--- config.mk ---
export PLATFORM = sky130hd
export DESIGN_NAME = conv_window_gen_flat
export DESIGN_NICKNAME = d
export VERILOG_FILES = /design/src/rtl/cnn_pkg.sv /design/src/rtl/conv_window_gen_if.sv /design/src/rtl/conv_window_gen_line_buffer.sv /design/src/rtl/conv_window_gen.sv /design/src/flat_wrapper.sv
export SDC_FILE = /design/constraint.sdc
export NUM_CORES = 1
export LEC_CHECK = 0
export ABC_AREA = 1
export CORE_MARGIN = 8
export CORE_UTILIZATION = 52
export DETAILED_ROUTE_END_ITERATION = 6
export PLACE_DENSITY = 0.72
export SYNTH_ARGS = -nofsm -noshare
export SYNTH_HDL_FRONTEND = slang
export SYNTH_SLANG_ARGS = --single-unit
--- constraint.sdc ---
create_clock -name clk -period 2.9 [get_ports clk]
set_input_delay 0.58 -clock clk [delete_from_list [all_inputs] [get_ports clk]]
set_output_delay 0.58 -clock clk [all_outputs]
set_load 0.05 [all_outputs]
--- src/rtl/cnn_pkg.sv ---
// cnn_pkg: shared defaults and window-packing helper for the window generator, MAC stage and benches.
//   WIN_ELEMS   elements per channel window (KERNEL_SIZE^2)
//   win_idx()   bit offset of element (ch, r, c) in a packed window bus
package cnn_pkg;

    localparam int DEF_DATA_WIDTH  = 8;
    localparam int DEF_KERNEL_SIZE = 3;
    localparam int DEF_IN_CHANNEL  = 3;
    localparam int DEF_IMG_WIDTH   = 8;
    localparam int DEF_IMG_HEIGHT  = 8;
    localparam int WIN_ELEMS       = DEF_KERNEL_SIZE * DEF_KERNEL_SIZE;

    // r=0 is the oldest (top) row, c=0 the oldest (left) column
    function automatic int win_idx(input int ch, input int r, input int c);
        return (ch * WIN_ELEMS + r * DEF_KERNEL_SIZE + c) * DEF_DATA_WIDTH;
    endfunction

endpackage

--- src/rtl/conv_window_gen_if.sv ---
// conv_window_gen_if: pixel-in / window-out bundle of the window generator.
//   master: pixel source side (drives pixel_valid, pixel_in)
//   slave:  window generator side (drives window_valid, window_out, frame_done)
interface conv_window_gen_if
    import cnn_pkg::*;
#(
    parameter int DATA_WIDTH  = DEF_DATA_WIDTH,
    parameter int KERNEL_SIZE = DEF_KERNEL_SIZE,
    parameter int IN_CHANNEL  = DEF_IN_CHANNEL
);

    logic                                                    pixel_valid;
    logic [IN_CHANNEL*DATA_WIDTH-1:0]                        pixel_in;
    logic                                                    window_valid;
    logic [IN_CHANNEL*KERNEL_SIZE*KERNEL_SIZE*DATA_WIDTH-1:0] window_out;
    logic                                                    frame_done;

    modport master (
        output pixel_valid, pixel_in,
        input  window_valid, window_out, frame_done
    );

    modport slave (
        input  pixel_valid, pixel_in,
        output window_valid, window_out, frame_done
    );

endinterface

--- src/rtl/conv_window_gen_line_buffer.sv ---
// line_buffer: one-channel, one-row delay of IMG_WIDTH pixels with a circular pointer.
//   clk, rst_n  clock, async active-low reset (pointer only; storage is not reset)
//   en          advance by one pixel
//   din, dout   pixel in, pixel written IMG_WIDTH accepted pixels earlier
module line_buffer #(
    parameter int DATA_WIDTH = 8,
    parameter int IMG_WIDTH  = 8
) (
    input  logic                  clk,
    input  logic                  rst_n,
    input  logic                  en,
    input  logic [DATA_WIDTH-1:0] din,
    output logic [DATA_WIDTH-1:0] dout
);

    localparam int PW = IMG_WIDTH > 1 ? $clog2(IMG_WIDTH) : 1;

    logic [DATA_WIDTH-1:0] mem [IMG_WIDTH];
    logic [PW-1:0]         ptr;

    // read-before-write at the same slot gives exactly one row of delay
    assign dout = mem[ptr];

    always_ff @(posedge clk) begin
        if (en) mem[ptr] <= din;
    end

    always_ff @(posedge clk or negedge rst_n) begin
        if (!rst_n) ptr <= '0;
        else if (en) ptr <= ptr == PW'(IMG_WIDTH - 1) ? '0 : ptr + 1'b1;
    end

endmodule

--- src/rtl/conv_window_gen.sv ---
// conv_window_gen: raster pixel stream to per-channel KxK sliding windows (stride 1, no padding).
//   clk, rst_n  clock, async active-low reset
//   bus         slave side of conv_window_gen_if: pixel_valid/pixel_in in,
//               window_valid/window_out/frame_done out (all outputs registered)
module conv_window_gen
    import cnn_pkg::*;
#(
    parameter int DATA_WIDTH  = DEF_DATA_WIDTH,
    parameter int KERNEL_SIZE = DEF_KERNEL_SIZE,
    parameter int IN_CHANNEL  = DEF_IN_CHANNEL,
    parameter int IMG_WIDTH   = DEF_IMG_WIDTH,
    parameter int IMG_HEIGHT  = DEF_IMG_HEIGHT
) (
    input logic              clk,
    input logic              rst_n,
    conv_window_gen_if.slave bus
);

    localparam int DW = DATA_WIDTH;
    localparam int K  = KERNEL_SIZE;
    localparam int C  = IN_CHANNEL;
    localparam int CW = IMG_WIDTH > 1 ? $clog2(IMG_WIDTH) : 1;
    localparam int RW = IMG_HEIGHT > 1 ? $clog2(IMG_HEIGHT) : 1;

    logic [CW-1:0]       col;
    logic [RW-1:0]       row;
    logic [DW-1:0]       tap    [C][K];
    logic [DW-1:0]       win    [C][K][K];
    logic [DW-1:0]       win_nx [C][K][K];
    logic [C*K*K*DW-1:0] win_flat;
    logic                accept, last_col, last_row, win_hit;

    assign accept   = bus.pixel_valid;
    assign last_col = col == CW'(IMG_WIDTH - 1);
    assign last_row = row == RW'(IMG_HEIGHT - 1);
    // the column gate also rejects windows that would straddle a row wrap
    assign win_hit  = accept && int'(row) >= K - 1 && int'(col) >= K - 1;

    // tap[h][0] is the live pixel, tap[h][k] is the same column k rows up
    for (genvar h = 0; h < C; h++) begin : g_ch
        assign tap[h][0] = bus.pixel_in[h*DW +: DW];
        for (genvar k = 1; k < K; k++) begin : g_lb
            line_buffer #(
                .DATA_WIDTH(DW),
                .IMG_WIDTH (IMG_WIDTH)
            ) u_lb (
                .clk  (clk),
                .rst_n(rst_n),
                .en   (accept),
                .din  (tap[h][k-1]),
                .dout (tap[h][k])
            );
        end
    end

    always_comb begin
        win_flat = '0;
        for (int h = 0; h < C; h++)
            for (int r = 0; r < K; r++) begin
                for (int c = 0; c < K - 1; c++) win_nx[h][r][c] = win[h][r][c+1];
                win_nx[h][r][K-1] = tap[h][K-1-r];
                for (int c = 0; c < K; c++) win_flat[(h*K*K + r*K + c)*DW +: DW] = win_nx[h][r][c];
            end
    end

    always_ff @(posedge clk or negedge rst_n) begin
        if (!rst_n) begin
            col              <= '0;
            row              <= '0;
            bus.window_valid <= 1'b0;
            bus.frame_done   <= 1'b0;
            bus.window_out   <= '0;
            for (int h = 0; h < C; h++)
                for (int r = 0; r < K; r++)
                    for (int c = 0; c < K; c++) win[h][r][c] <= '0;
        end else begin
            bus.window_valid <= win_hit;
            bus.frame_done   <= accept && last_row && last_col;
            if (accept) begin
                win <= win_nx;
                col <= last_col ? '0 : col + 1'b1;
                if (last_col) row <= last_row ? '0 : row + 1'b1;
            end
            if (win_hit) bus.window_out <= win_flat;
        end
    end

endmodule
--- src/flat_wrapper.sv ---
// flat-port wrapper written by rule: the top's interface ports become plain ports
module conv_window_gen_flat import cnn_pkg::*;
#(
    parameter int DATA_WIDTH  = DEF_DATA_WIDTH,
    parameter int KERNEL_SIZE = DEF_KERNEL_SIZE,
    parameter int IN_CHANNEL  = DEF_IN_CHANNEL,
    parameter int IMG_WIDTH   = DEF_IMG_WIDTH,
    parameter int IMG_HEIGHT  = DEF_IMG_HEIGHT
)
  (clk, rst_n, bus_pixel_valid, bus_pixel_in, bus_window_valid, bus_window_out, bus_frame_done);
  conv_window_gen_if #(.DATA_WIDTH(DATA_WIDTH), .KERNEL_SIZE(KERNEL_SIZE), .IN_CHANNEL(IN_CHANNEL)) bus_i ();
  input logic clk;
  input logic rst_n;
  input wire logic [$bits(bus_i.pixel_valid)-1:0] bus_pixel_valid;
  input wire logic [$bits(bus_i.pixel_in)-1:0] bus_pixel_in;
  output wire logic [$bits(bus_i.window_valid)-1:0] bus_window_valid;
  output wire logic [$bits(bus_i.window_out)-1:0] bus_window_out;
  output wire logic [$bits(bus_i.frame_done)-1:0] bus_frame_done;
  assign bus_i.pixel_valid = bus_pixel_valid;
  assign bus_i.pixel_in = bus_pixel_in;
  assign bus_window_valid = bus_i.window_valid;
  assign bus_window_out = bus_i.window_out;
  assign bus_frame_done = bus_i.frame_done;
  conv_window_gen #(.DATA_WIDTH(DATA_WIDTH), .KERNEL_SIZE(KERNEL_SIZE), .IN_CHANNEL(IN_CHANNEL), .IMG_WIDTH(IMG_WIDTH), .IMG_HEIGHT(IMG_HEIGHT)) u_core (.clk(clk), .rst_n(rst_n), .bus(bus_i));
endmodule
=== After elaboration in Yosys (flattened, before gate mapping) ===
Memories as Yosys holds them, arrays and structs flattened.
Cells that the tools add are included.

* Bits in writable memories: 384
* Register bits after elaboration: 386
* Memories kept: 6
* Output and inout port bits: 218

{| class="wikitable"
|+ Memory list
! memory !! depth !! bits a word !! read ports !! clocked after memory_dff !! wr ports !! line !! RTL
|-
| u_core.g_ch[0].g_lb[1].u_lb.mem || 8 || 8 || 1 || 0 || 1 || conv_window_gen_line_buffer.sv:18 || <nowiki>logic [DATA_WIDTH-1:0] mem [IMG_WIDTH];</nowiki>
|-
| u_core.g_ch[0].g_lb[2].u_lb.mem || 8 || 8 || 1 || 0 || 1 || conv_window_gen_line_buffer.sv:18 ||
|-
| u_core.g_ch[1].g_lb[1].u_lb.mem || 8 || 8 || 1 || 0 || 1 || conv_window_gen_line_buffer.sv:18 ||
|-
| u_core.g_ch[1].g_lb[2].u_lb.mem || 8 || 8 || 1 || 0 || 1 || conv_window_gen_line_buffer.sv:18 ||
|-
| u_core.g_ch[2].g_lb[1].u_lb.mem || 8 || 8 || 1 || 0 || 1 || conv_window_gen_line_buffer.sv:18 ||
|-
| u_core.g_ch[2].g_lb[2].u_lb.mem || 8 || 8 || 1 || 0 || 1 || conv_window_gen_line_buffer.sv:18 ||
|}

* Add/sub/neg operators: 8
* Muxes and demuxes: 10
* Equal/unequal tests: 8
* Order comparisons: 2
* Reduce and logical (&&, ||, !) cells: 5

{| class="wikitable"
|+ Operators by type and width
! cell !! number
|-
| $add A3 B1 Y3 const B || 8
|-
| $eq A3 B3 Y1 const B || 8
|-
| $mux W3 || 8
|-
| $ge A3 B2 Y1 const B || 2
|-
| $logic_and A1 B1 Y1 || 4
|-
| $mux W1 || 2
|-
| $reduce_and A2 Y1 || 1
|}

=== Depth between registers and ports, before layout ===
Gate-level depths: netlist of the first run.

* Depth in word-level cells: 3
* Depth in mapped cells: 11
* Gate-level depth less buffers: 9

=== Cells and area by module ===
Synthesis of the first run repeated with hierarchy kept, for this count alone.

* Cell total of the unflattened synthesis: 3,246
* Area, all modules: 31,984.4 um2

{| class="wikitable"
|+ By module, submodules not included
! module !! instances !! cells an instance !! seq. area each (um2) !! area an instance (um2)
|-
| line_buffer at u_core.g_ch[0].g_lb[2].u_lb ... || 5 || 285 || 1,996.9 || 2,917.8
|-
| conv_window_gen || 1 || 1,536 || 9,208.8 || 14,478.9
|-
| line_buffer at u_core.g_ch[0].g_lb[1].u_lb || 1 || 285 || 1,996.9 || 2,916.5
|}

=== Least setup slack after synthesis of the first run ===
Ideal clock, no wire load.

* Kind: input to register
* From: in bus_pixel_valid
* To: mem u_core.g_ch[0].g_lb[1].u_lb.mem[1][0], enable pin
* Path buffers: 3
* Stages on the path: 5
* Setup slack: 0.796 ns
* Setup time: 0.383 ns
* Data required time: 2.517 ns
* Data arrival time: 1.720 ns
* Cell sequence: buf_4 buf_4 buf_4 nand2_1 nor3_1

* Word-level cells in the longest chain between the ends: 2

{| class="wikitable"
|+ Ends and longest elaborated chain
! element !! line !! RTL
|-
| start, declared || flat_wrapper.sv:14 || <nowiki>input wire logic [$bits(bus_i.pixel_valid)-1:0] bus_pixel_valid;</nowiki>
|-
| $mux W1 || conv_window_gen_line_buffer.sv:25 || <nowiki>if (en) mem[ptr] <= din;</nowiki>
|-
| $mux W1 (implied by the code) || conv_window_gen_line_buffer.sv:25 ||
|-
| end, declared || conv_window_gen_line_buffer.sv:18 ||
|}

No other way between the ends.

=== Worst setup path in the final report of the first run ===
* From: reg u_core.bus.window_out[114]
* To: out bus_window_out[114]

{| class="wikitable"
|+ RTL lines
! element !! line !! RTL
|-
| start, declared || conv_window_gen_if.sv:25 || <nowiki>output window_valid, window_out, frame_done</nowiki>
|-
| start signal, assigned || conv_window_gen.sv:84 || <nowiki>if (win_hit) bus.window_out <= win_flat;</nowiki>
|-
| end, declared || flat_wrapper.sv:17 || <nowiki>output wire logic [$bits(bus_i.window_out)-1:0] bus_window_out;</nowiki>
|}

No word-level cell between the ends.

==> results.sh, run 1 <==
export IMPL_status="finished clean"
export IMPL_end_kind="output pin"
export IMPL_fp_dieH_um=260
export IMPL_power_leakage_uw=0.0170
export IMPL_multi_input_area_mm2=0.00740
export IMPL_cp_max_fo=2
export IMPL_tightest_slew_ns=0.872
export IMPL_clock_latency_ns=0.62
export IMPL_grt_pass1_wl_um=119000
export IMPL_tns_ns=0
export IMPL_slew_headroom_pct=41.8
export IMPL_via_count=21400
export IMPL_layout_commonest_cell="nand2_1"
export IMPL_finalCritPeriodShare_pct=84.2
export IMPL_final_cell_mix="nand2_1, inv_1, dfrtp_1, edfxtp_1, clkdlybuf4s50_1"
export IMPL_cp_buffers_inverters=1
export IMPL_synthesis_area_mm2=0.0310
export IMPL_regArea_mm2=0.0212
export IMPL_grt_max_degree=202
export IMPL_finalHoldWorstSlack_ns=0.341
export IMPL_cp_cell_sequence="clkdlybuf4s50_1"
export IMPL_holdCritPathClass="primary input to flop"
export IMPL_cts_tree="yes"
export IMPL_cts_clk_slew_worst_paths_ns=0.06
export IMPL_clock_path_buffers=3
export IMPL_cts_resized=0
export IMPL_fin_nets=3351
export IMPL_grt_overflow_total=0
export IMPL_setup_viol_count_final=0
export IMPL_die_area_mm2=0.0677
export IMPL_p_seq_share_pct=39.2
export IMPL_coreArea_mm2=0.0590
export IMPL_drt_pass1_iter_count=5
export IMPL_fin_skew_ns=0.0225
export IMPL_busiest_layer="met2"
export IMPL_gp_congestion=0.845
export IMPL_power_frac_comb_pct=37.2
export IMPL_clockPowerShare_pct=23.7
export IMPL_grt_antenna_before_repair=0
export IMPL_slew_viol_final=0
export IMPL_hold_viol=0
export IMPL_cts_sinks=770
export IMPL_netSwitchingFraction_pct=40.5
export IMPL_root_buffer="clkbuf_16"
export IMPL_htree_levels=3
export IMPL_synth_cell_types=27
export IMPL_synth_seq_cells=770
export IMPL_path_delay_family="buffers and inverters"
export IMPL_vdd_ir_drop_max_uv=840
export IMPL_drive_gt1_share_pct=6.77
export IMPL_wirelength_um=74800
export IMPL_fp_row_count=89
export IMPL_arrival_ns=1.86
export IMPL_power_switching_uw=17500
export IMPL_cts_buffers=77
export IMPL_postCtsHoldBufs=1
export IMPL_internal_power_uw=25700
export IMPL_n_antenna_cell=0
export IMPL_io_buffer_count=244
export IMPL_cp_start_kind="flop"
export IMPL_avgSynthCellArea_um2=10.1
export IMPL_grt_util_met3_pct=3.76
export IMPL_ioPinCount=245
export IMPL_syn_inst=3056
export IMPL_yosysSeqAreaShare_pct=68.4
export IMPL_synth_top_area_share_pct=37.2
export IMPL_rsz0062_at_grt="false"
export IMPL_power_density_mw_per_mm2=1170
export IMPL_viasPerCell=5.17
export IMPL_initial_utilization_pct=52.5
export IMPL_drc=0
export IMPL_drv_cap=0
export IMPL_synth_fp_nets=3100
export IMPL_fmax_mhz=410
export IMPL_grt_use_met1_pct=30.0
export IMPL_die_w_um=260
export IMPL_area_growth_pct=18.8
export IMPL_worst_ep_required_time_ns=2.32
export IMPL_dp_hpwl_um=48900
export IMPL_use_met2_pct=36.4
export IMPL_fillers=4715
export IMPL_cpPeakStageDelay_ns=0.84
export IMPL_cts_setup_buffers=0
export IMPL_critPathKind="flop to output pin"
export IMPL_drtIter0Drc=1856
export IMPL_ys_warnings_count=0
export IMPL_ys_top_cells_by_area="edfxtp_1, dfrtp_1, nand2_1"
export IMPL_grt_util_all_layers_pct=22.0
export IMPL_cp_slowest_cell="clkdlybuf4s50_1"
export IMPL_ant_nets=0
export IMPL_synth_top_cell_by_area="edfxtp_1"
export IMPL_period_needed_ns=2.44
export IMPL_wl_per_cell_um=18.1
export IMPL_grt_pass1_vias=21400
-- power groups by stage --
stage          clock [uW]  combinational [uW]  sequential (uW)
2_1_floorplan           0                5950            21100
3_3_place_gp            0               15700            17000
3_5_place_dp            0               16100            17100
4_1_cts             10400               16200            16900
5_1_grt             10800               17300            17200
6_report            10200               16000            16900
-- metal layers --
| layer | wire length [um] | vias up |
|---|---|---|
| li1 | - | 10200 |
| met1 | 32400 | 10500 |
| met2 | 36400 | 645 |
| met3 | 4630 | 105 |
| met4 | 1400 | 0 |
| met5 | 0 | - |
-- cell usage after synthesis, drive strengths merged --
library cell	instances
nand2	1026
inv	452
dfrtp	386
edfxtp	384
o21ai	303
nand3	164
nor2	128
buf	107
or2	32
clkbuf	20
o211ai	19
ha	17
nand4	5
o21a	4
a21boi	2
a31oi	2
nor3	2
o22ai	2
mux2	1
-- cell type report --
| type | instances | area share [%] |
|---|---|---|
| sequential | 770 | 57.5 |
| clock buffer | 106 | 6.13 |
| tap | 773 | 2.63 |
| inverter | 452 | 4.61 |
| multi-input combinational | 1707 | 20.1 |
| clock inverter | 36 | 0.982 |
| timing repair buffer | 299 | 8.02 |
-- sequential cells by signal, summed over array words and instances (netlist names) --
| signal | flops |
|---|---|
| u_core.bus.frame_done | 1 |
| u_core.bus.window_out | 216 |
| u_core.bus.window_valid | 1 |
| u_core.col | 3 |
| u_core.g_ch.g_lb.u_lb.mem | 384 |
| u_core.g_ch.g_lb.u_lb.ptr | 18 |
| u_core.row | 3 |
| u_core.win | 144 |
-- cells by family (layout without fill, tap and decap cells) --
logic type	after synthesis	count (layout)	share of synthesized area, %
buffers and inverters	579	893	7.76
adder cells (fa/ha/maj)	17	17	0.686
AO/OA/AOI/OAI	332	332	5.58
flip-flops	770	770	68.4
multiplexers	1	1	0.0363
AND/OR/NAND/NOR	1357	1357	17.6
-- through the flow --
step	cells	setup slack, ns	power, uW	area (um2)	utilization [%]
finish	4143	0.458	43200	36800	62.4
global placement	4000	0.509	32700	34200	57.9
global route	4143	0.309	45400	36800	62.4
CTS	4143	0.406	43500	36800	62.4
detailed placement	4000	0.502	33100	34200	57.9
floorplan	3056	0.796	27100	31000	-
-- path summary, 6_finish.rpt --
| kind | start | slack, ns | endpoint | depth (start not counted) |
|---|---|---|---|---|
| min in group asynchronous | rst_n | 0.60 | u_core.win[78] | 2 |
| min reg2reg | u_core.win[77] | 0.48 | u_core.win[85] | 2 |
| max in group asynchronous | rst_n | 1.47 | u_core.win[153] | 3 |
| max reg2reg | u_core.g_ch[2].g_lb[1].u_lb.ptr[0] | 0.48 | u_core.g_ch[2].g_lb[2].u_lb.mem[3][5] | 7 |
| min | bus_pixel_valid | 0.34 | u_core.win[8] | 3 |
| max | u_core.bus.window_out[114] | 0.46 | bus_window_out[114] | 1 |
No activity file was read; power rests on OpenSTA's default activity.
==> inputs of run 2 (changes only) <==
==> constraint.sdc (replaced) <==
create_clock -name clk -period 2.45 [get_ports clk]
set_input_delay 0.49 -clock clk [delete_from_list [all_inputs] [get_ports clk]]
set_output_delay 0.49 -clock clk [all_outputs]
set_load 0.05 [all_outputs]
==> results.sh, run 2 (synthesized netlist as in run 1, its figures left out) <==
export IMPL_drive_gt1_share_pct=7.57
export IMPL_cp_depth=1
export IMPL_cp_start_kind="flop"
export IMPL_placed_cells=4034
export IMPL_drt_pass1_iter_count=5
export IMPL_grt_pass1_wl_um=117000
export IMPL_wl_per_cell_um=17.4
export IMPL_crit_end="bus_window_out[78]"
export IMPL_largest_reg_flops=384
export IMPL_die_area_mm2=0.0677
export IMPL_cts_buffers=78
export IMPL_top_register="u_core.g_ch.g_lb.u_lb.mem"
export IMPL_clock_path_buffers=3
export IMPL_arrival_ns=1.85
export IMPL_grt_pass1_vias=21200
export IMPL_grt_antenna_before_repair=0
export IMPL_coreArea_mm2=0.0590
export IMPL_grt_overflow_total=0
export IMPL_slew_headroom_pct=51.8
export IMPL_power_density_mw_per_mm2=1370
export IMPL_io_buffer_count=244
export IMPL_fin_skew_ns=0.0173
export IMPL_dp_hpwl_um=48900
export IMPL_clock_latency_ns=0.61
export IMPL_grt_max_degree=133
export IMPL_finish_instance_area_mm2=0.0371
export IMPL_fin_nets=3386
export IMPL_setup_ws_ns=0.109
export IMPL_worst_ep_required_time_ns=1.96
export IMPL_vdd_ir_drop_max_uv=1150
export IMPL_gp_congestion=0.840
export IMPL_die_w_um=260
export IMPL_top_regs="u_core.g_ch.g_lb.u_lb.mem x384, u_core.bus.window_out x216, u_core.win x144"
export IMPL_cp_max_fo=2
export IMPL_via_count=21200
export IMPL_viasPerCell=5.08
export IMPL_ioPinCount=245
export IMPL_placed_area_mm2=0.0345
export IMPL_drc=0
export IMPL_fp_row_count=89
export IMPL_r2r_end="u_core.g_ch[2].g_lb[2].u_lb.mem[2][4]"
export IMPL_slew_viol_final=0
export IMPL_cpPeakStageDelay_ns=0.83
export IMPL_fp_dieH_um=260
export IMPL_cts_sinks=770
export IMPL_area_growth_pct=19.8
export IMPL_instances_no_fill=4181
export IMPL_wirelength_um=72900
export IMPL_reg2reg_setup_slack_ns=0.41
export IMPL_drv_cap=0
export IMPL_period_needed_ns=2.34
export IMPL_path_delay_family="buffers and inverters"
export IMPL_ant_nets=0
export IMPL_setup_viol_count_final=0
export IMPL_cp_slowest_cell="clkdlybuf4s50_1"
export IMPL_drtIter0Drc=1887
export IMPL_power_leakage_uw=0.0172
export IMPL_grt_util_all_layers_pct=21.6
export IMPL_tightest_slew_ns=0.721
export IMPL_tns_ns=0
export IMPL_critPathKind="flop to output pin"
export IMPL_regToRegStartpoint="u_core.g_ch[2].g_lb[1].u_lb.ptr[0]"
export IMPL_layout_commonest_cell="nand2_1"
export IMPL_fillers=4692
export IMPL_critPathLaunch="u_core.bus.window_out[78]"
export IMPL_status="finished clean"
export IMPL_cp_buffers_inverters=1
export IMPL_holdCritPathClass="primary input to flop"
export IMPL_htree_levels=3
export IMPL_hold_viol=0
export IMPL_place_ws_ns=0.284
export IMPL_initial_utilization_pct=52.5
export IMPL_finalCritPeriodShare_pct=95.6
export IMPL_cts_tree="yes"
export IMPL_end_kind="output pin"
export IMPL_final_cell_mix="nand2_1, inv_1, dfrtp_1, edfxtp_1, clkdlybuf4s50_1"
export IMPL_rsz0062_at_grt="false"
export IMPL_rr_worst_depth=6
export IMPL_fmax_mhz=427
export IMPL_root_buffer="clkbuf_16"
export IMPL_cp_cell_sequence="clkdlybuf4s50_1"
export IMPL_cts_clk_slew_worst_paths_ns=0.06
export IMPL_n_antenna_cell=0
[run 2: cell types whose count changed in the layout (fill, tap and decap cells not counted), sizes merged]
cell	previous run	this run
buf	56	90
clkbuf	106	117
bufinv	6	1
inv	461	458
clkinv	19	20
[run 2: cell type report]
cell class	count	area, um2	area share [%]
Inverter	452	1700	4.58
Sequential cell	770	21200	57.1
Multi-Input combinational cell	1707	7400	19.9
Clock inverter	29	200	0.539
Clock buffer	117	2420	6.53
Tap cell	773	967	2.61
Timing Repair Buffer	333	3240	8.74
[run 2: power by group]
part	internal (uW)	switching (uW)	leakage [uW]
Clock	7000	4890	0.00129
Combinational	5480	13400	0.00752
Sequential	18000	2100	0.00837
Total	30400	20400	0.0172
[run 2: metrics by stage]
| stage | utilization, % | hold slack (ns) | power [uW] |
|---|---|---|---|
| floorplan | - | 0.194 | 32000 |
| CTS | 62.9 | 0.199 | 51300 |
| finish | 62.9 | 0.235 | 50900 |
| global route | 62.9 | 0.250 | 53700 |
| global placement | 58.4 | 0.463 | 38800 |
| detailed placement | 58.4 | 0.464 | 39300 |
[run 2: repair_timing]
item,4_1_cts,5_1_grt
gates resized for setup,0,0
endpoints found under the hold margin,38,0
buffers inserted,0,0
hold buffers,1,0
[run 2: how the worst min path moves through the flow]
stage	depth (start not counted)	end	start	slack, ns
final	3	u_core.g_ch[1].g_lb[1].u_lb.ptr[1]	bus_pixel_valid	0.24
after global routing	3	u_core.g_ch[1].g_lb[1].u_lb.ptr[1]	bus_pixel_valid	0.25
after global placement	2	u_core.win[12]	u_core.win[4]	0.46
after floorplan	0	u_core.bus.frame_done	rst_n	0.19
after detailed placement	2	u_core.bus.window_out[81]	u_core.bus.window_out[81]	0.46
after CTS	3	u_core.g_ch[1].g_lb[1].u_lb.ptr[1]	bus_pixel_valid	0.20
[run 2: metal layers]
layer | global-route usage (%) | vias to the layer above | wire (um)
met3 | 3.61 | 122 | 4940
met1 | 29.7 | 10200 | 31300
met5 | 0 | - | 0
met2 | 35.0 | 661 | 34800
met4 | 7.01 | 0 | 1780
li1 | - | 10200 | -
